==> config.mk <==
export PLATFORM = sky130hd
export DESIGN_NAME = usb_tx_packetizer
export DESIGN_NICKNAME = d
export VERILOG_FILES = /design/src/rtl/usb_tx_packetizer.sv
export SDC_FILE = /design/constraint.sdc
export NUM_CORES = 1
export LEC_CHECK = 0
export ABC_AREA = 1
export BUFFER_PORTS_ARGS = -buffer_cell sky130_fd_sc_hd__buf_2
export CORE_UTILIZATION = 62
export CTS_BUF_LIST = sky130_fd_sc_hd__clkbuf_8
export DETAILED_ROUTE_END_ITERATION = 10
export GPL_TIMING_DRIVEN = 0
export PLACE_DENSITY = 0.82
export SLEW_MARGIN = 20
export SYNTH_ARGS = -nofsm -noshare
export SYNTH_HDL_FRONTEND = slang
export SYNTH_SLANG_ARGS = --single-unit
==> constraint.sdc <==
create_clock -name clk -period 2.4 [get_ports clk]
set_clock_uncertainty 0.15 [all_clocks]
set_input_delay 0.48 -clock clk [delete_from_list [all_inputs] [get_ports clk]]
set_output_delay 0.48 -clock clk [all_outputs]
set_load 0.05 [all_outputs]
==> src/rtl/usb_tx_packetizer.sv <==
// USB full-speed transmit packetizer: SYNC/PID/payload/CRC16 framing with
// bit stuffing, NRZI line coding and EOP generation, one bit time = 4 clk cycles.
module usb_tx_packetizer (
   input  logic       clk,
   input  logic       rst,
   input  logic [1:0] tx_packet,
   input  logic [7:0] tx_packet_data,
   input  logic [6:0] buffer_occupancy,
   output logic       get_tx_packet_data,
   output logic       dplus_out,
   output logic       dminus_out,
   output logic       tx_transfer_active,
   output logic       tx_error
);

   typedef enum logic [2:0] {IDLE, SYNC, PID, DATA, CRC_LO, CRC_HI, EOP} state_t;

   localparam logic [1:0] CMD_NONE  = 2'b00;
   localparam logic [1:0] CMD_DATA0 = 2'b01;
   localparam logic [1:0] CMD_ACK   = 2'b10;

   state_t      r_state;
   state_t      w_next_state;
   logic [1:0]  r_div;
   logic [2:0]  r_bit_cnt;
   logic [2:0]  r_ones;
   logic [7:0]  r_shift;
   logic [7:0]  r_pid;
   logic [6:0]  r_len;
   logic        r_is_data;
   logic [15:0] r_crc;
   logic        r_level;
   logic        r_tx_error;

   logic        w_cmd_seen;
   logic        w_reject;
   logic        w_start;
   logic        w_bit_end;
   logic        w_stuff;
   logic        w_raw;
   logic        w_byte_end;
   logic        w_line;
   logic        w_pop;
   logic [15:0] w_crc_step;
   logic [15:0] w_crc_next;

   assign w_cmd_seen = (r_state == IDLE) && (tx_packet != CMD_NONE);
   assign w_reject   = w_cmd_seen && (tx_packet == CMD_DATA0) && (buffer_occupancy > 7'd64);
   assign w_start    = w_cmd_seen && !w_reject;
   assign w_bit_end  = (r_div == 2'd3);
   assign w_stuff    = (r_ones == 3'd6);
   assign w_raw      = w_stuff ? 1'b0 : r_shift[0];
   assign w_byte_end = w_bit_end && !w_stuff && (r_bit_cnt == 3'd7);
   // NRZI: r_level is the line level (1 = J) left by the previous bit time
   assign w_line     = w_raw ? r_level : ~r_level;
   assign w_crc_step = (r_crc[0] ^ w_raw) ? ({1'b0, r_crc[15:1]} ^ 16'hA001)
                                          : {1'b0, r_crc[15:1]};
   assign w_crc_next = (r_state == DATA) ? w_crc_step : r_crc;
   assign w_pop      = w_byte_end && (r_len != 7'd0) &&
                       (((r_state == PID) && r_is_data) || (r_state == DATA));

   always_ff @(posedge clk) begin
      if (rst) r_state <= IDLE;
      else     r_state <= w_next_state;
   end

   always_comb begin
      // NOTE: every combinational output gets a default first so no latch is inferred.
      w_next_state = r_state;
      case (r_state)
         IDLE:    if (w_start)    w_next_state = SYNC;
         SYNC:    if (w_byte_end) w_next_state = PID;
         PID:     if (w_byte_end) w_next_state = !r_is_data ? EOP :
                                                 (r_len != 7'd0) ? DATA : CRC_LO;
         DATA:    if (w_byte_end && (r_len == 7'd0)) w_next_state = CRC_LO;
         CRC_LO:  if (w_byte_end) w_next_state = CRC_HI;
         CRC_HI:  if (w_byte_end) w_next_state = EOP;
         EOP:     if (w_bit_end && !w_stuff && (r_bit_cnt == 3'd2)) w_next_state = IDLE;
         default: w_next_state = IDLE;
      endcase
   end

   always_comb begin
      tx_transfer_active = (r_state != IDLE);
      get_tx_packet_data = w_pop;
      tx_error           = r_tx_error;
      dplus_out          = 1'b1;
      dminus_out         = 1'b0;
      case (r_state)
         IDLE: begin
         end
         EOP: begin
            // A stuffed bit owed by the last CRC byte goes out before the SE0s
            if (w_stuff) begin
               dplus_out  = w_line;
               dminus_out = ~w_line;
            end else if (r_bit_cnt < 3'd2) begin
               dplus_out  = 1'b0;
               dminus_out = 1'b0;
            end
         end
         default: begin
            dplus_out  = w_line;
            dminus_out = ~w_line;
         end
      endcase
   end

   always_ff @(posedge clk) begin
      // NOTE: sequential state uses non-blocking assignments so every register
      // sees pre-edge values regardless of statement order.
      if (rst) begin
         r_div      <= 2'd0;
         r_bit_cnt  <= 3'd0;
         r_ones     <= 3'd0;
         r_shift    <= 8'h00;
         r_pid      <= 8'h00;
         r_len      <= 7'd0;
         r_is_data  <= 1'b0;
         r_crc      <= 16'hFFFF;
         r_level    <= 1'b1;
         r_tx_error <= 1'b0;
      end else begin
         r_tx_error <= w_reject;
         if (r_state == IDLE) begin
            r_level <= 1'b1;
            if (w_start) begin
               r_div     <= 2'd0;
               r_bit_cnt <= 3'd0;
               r_ones    <= 3'd0;
               r_crc     <= 16'hFFFF;
               r_shift   <= 8'h80;
               r_is_data <= (tx_packet == CMD_DATA0);
               r_len     <= (tx_packet == CMD_DATA0) ? buffer_occupancy : 7'd0;
               case (tx_packet)
                  CMD_DATA0: r_pid <= 8'hC3;
                  CMD_ACK:   r_pid <= 8'hD2;
                  default:   r_pid <= 8'h5A;
               endcase
            end
         end else begin
            r_div <= r_div + 2'd1;
            if (w_bit_end) begin
               if ((r_state != EOP) || w_stuff) r_level <= w_line;
               if (w_stuff) begin
                  r_ones <= 3'd0;
               end else if (r_state == EOP) begin
                  r_bit_cnt <= r_bit_cnt + 3'd1;
               end else begin
                  r_ones    <= w_raw ? (r_ones + 3'd1) : 3'd0;
                  r_bit_cnt <= r_bit_cnt + 3'd1;
                  r_shift   <= {1'b0, r_shift[7:1]};
                  r_crc     <= w_crc_next;
                  if (r_bit_cnt == 3'd7) begin
                     case (r_state)
                        SYNC: r_shift <= r_pid;
                        PID, DATA: begin
                           if (r_len != 7'd0) begin
                              r_shift <= tx_packet_data;
                              r_len   <= r_len - 7'd1;
                           end else begin
                              r_shift <= ~w_crc_next[7:0];
                           end
                        end
                        CRC_LO:  r_shift <= ~r_crc[15:8];
                        default: begin
                        end
                     endcase
                  end
               end
            end
         end
      end
   end

endmodule

==> reports/qor.txt <==
Biggest area consumer among synthesized cells = dfxtp_1
Gr ovfl total = 0
Port bufs = 22
Peak supply drop = 1120 uV
Fin. Hold Viols = 0
Antenna violations before repair = 0
Syn Nets = 493
Die footprint = 5210 um^2
Yosys top cell area share = 32.1%
Top post-synthesis cells by area = dfxtp_1 (32%), nand2_1 (15%), nor2_1 (8.2%), nand3_1 (6.7%), inv_1 (5.4%)
Core area = 4720 um^2
Die X = 72.2 um
CTS Hold Bufs = 0
Hold Worst Slack = 306 ps
CTS sink cnt = 49
Nets = 527
Power Density = 1320 nW/um^2
Mapped Area = 3050 um^2
Final Critical Period = 2350 ps
Syn_area_per_cell = 6.59 um^2
Post-synth EDFFs = 0
Crit path kind = register to primary output
# setup viols final = 0
Netlist cell types = 33
Global-route wire length before repair = 12700 um
Vias in the first global route = 2732
DR vias = 3124
Initial Util = 64.6%
Critical Path AT = 1720 ps
Via/cell ratio = 5.53
CTS H-tree lvls = 2
Slew Viols, Final = 0
CTS Buf Count = 5
Placed instance count = 552
Setup TNS = 0 ps
Hold crit path type = register to register
Remaining DRCs = 2
Mapped Cells = 463
Number of inserted diodes = 0
Critical Path End Type = primary output
Peak Freq = 425 MHz
Clock-pin slew on the worst setup and hold paths = 90 ps
Initial DRC count = 215
Worst-Margin Slew = 672 ps
Number of synthesized register bits = 49
Cell with the most instances after synthesis = nand2_1
Worst-Skew Late Latency = 300 ps
DR WL/cell = 13.9 um
Post-DRT Antenna Nets = 0
Outcome = finished, violations left
Global-route usage over all layers = 31.3%
Hpwl dp = 5540 um
Detailed Route WL = 7850 um
Register area share after synthesis = 32.1%
Row cnt = 25
Async set or reset register ratio after synthesis = 0%
Leak = 1.70 nW
R2r setup slk = 390 ps
Share of post-route cells with drive strength above 1 = 18.9%
WP data required = 1770 ps
Drt pass-1 iters = 8
P&R area growth vs syn = 15.3%
Finished Layout Cells = 565
Fin crit share = 98.0%
Commonest cells post-synth = nand2_1 (122), nor2_1 (67), dfxtp_1 (49)
Max-cap check violation count = 0
Relative slew slack = 55.2%
Root buf cell = clkbuf_8
Top-level I/O count = 24
Yosys warnings = 0
Ys flop type = dfxtp_1
Die height = 72.2 um
Final GP Congestion = 0.880
Largest net degree at the start of global routing = 17
CP Max Fanout = 8
Worst-case clock buffer depth = 2
Fill cells = 398
CTS tree = built
Failing checks = design-rule violations
Element type at the critical path start = register
-- sequential cells by signal, summed over array words and instances, names as in the netlist --
name and flops:
tx_error 1, r_pid 4, r_crc 16, r_bit_cnt 3, r_len 7, r_ones 3
r_shift 8, r_is_data 1, r_div 2, r_state 3, r_level 1
-- per-stage QoR --
stage | setup WS (ps) | power [mW] | area, um^2 | util, %
6_report | 47.4 | 4.66 | 3520 | 74.5
5_1_grt | -9.15 | 5.03 | 3520 | 74.5
4_1_cts | 0.265 | 4.48 | 3430 | 72.6
3_5_place_dp | -41.7 | 3.81 | 3270 | 69.2
3_3_place_gp | -2.37 | 3.73 | 3270 | 69.2
2_1_floorplan | 58.1 | 3.24 | 3070 | -
-- critical path, stage by stage, from the launching register on --
cell,delay [ps]
dfxtp_1,350
buf_6,140
nand2_1,90
nor2_2,210
inv_2,120
o31ai_4,300
buf_6,210
-- placed cells by master (no fill, tap or decap), drive strengths merged --
cell type | Yosys | routed
nand4 | 5 | 5
nand2 | 132 | 132
clkbuf | 4 | 10
a31oi | 1 | 1
dfxtp | 49 | 49
buf | 11 | 38
or2 | 7 | 7
o21bai | 1 | 1
a21boi | 1 | 1
inv | 49 | 49
a21oi | 29 | 29
o31ai | 1 | 1
clkinv | 1 | 1
o22ai | 5 | 5
bufinv | 0 | 1
o21ai | 26 | 26
ha | 11 | 11
clkinvlp | 0 | 1
o211ai | 8 | 8
nand3 | 43 | 43
xor2 | 2 | 2
nor2 | 70 | 70
and3 | 1 | 1
nor3 | 6 | 6
-- final cells by class --
cell class	count	area, um^2	share of cell area, %
multi-input combinational	349	1850	52.6
clock inverter	2	37.5	1.07
sequential	49	987	28.0
buffer	14	98.8	2.81
timing repair buffer	28	174	4.94
inverter	50	205	5.83
tap	67	83.8	2.38
clock buffer	6	82.6	2.35
-- routing by layer --
layer  global-route usage [%]  part of all wire, %  up-vias
li1                         -                    -     1556
met1                     41.2                   42     1398
met2                     51.7                   47      152
met3                     5.97                  8.1       18
met4                     10.0                  2.3        0
met5                        0                    0        -
-- final timing paths --
kind,startpoint,to,depth (start not counted)
setup / recovery,r_state[1],dminus_out,6
hold / removal,r_pid[6],r_pid[6],2
setup reg to reg,r_state[1],r_shift[5],12
hold reg to reg,r_pid[6],r_pid[6],2
-- logic make-up after synthesis --
logic type | synth area share [%]
simple gates | 40.0
buf+inv | 9.63
flops | 32.1
fa+ha+maj | 4.51
compound gates | 13.2
xor+xnor | 0.574
-- repair_timing --
item | in CTS | in global routing
pin swaps | 1 | 2
endpoints found under the setup margin | 3 | 3
buffers inserted | 1 | 5
gates cloned | 0 | 0
gates resized for setup | 15 | 16
-- report_power, final --
group | total (mW) | internal, mW | switching [mW]
clock | 0.625 | 0.339 | 0.286
sequential | 1.20 | 1.03 | 0.172
combinational | 2.83 | 0.970 | 1.86
No activity file was read; power rests on OpenSTA's default activity.
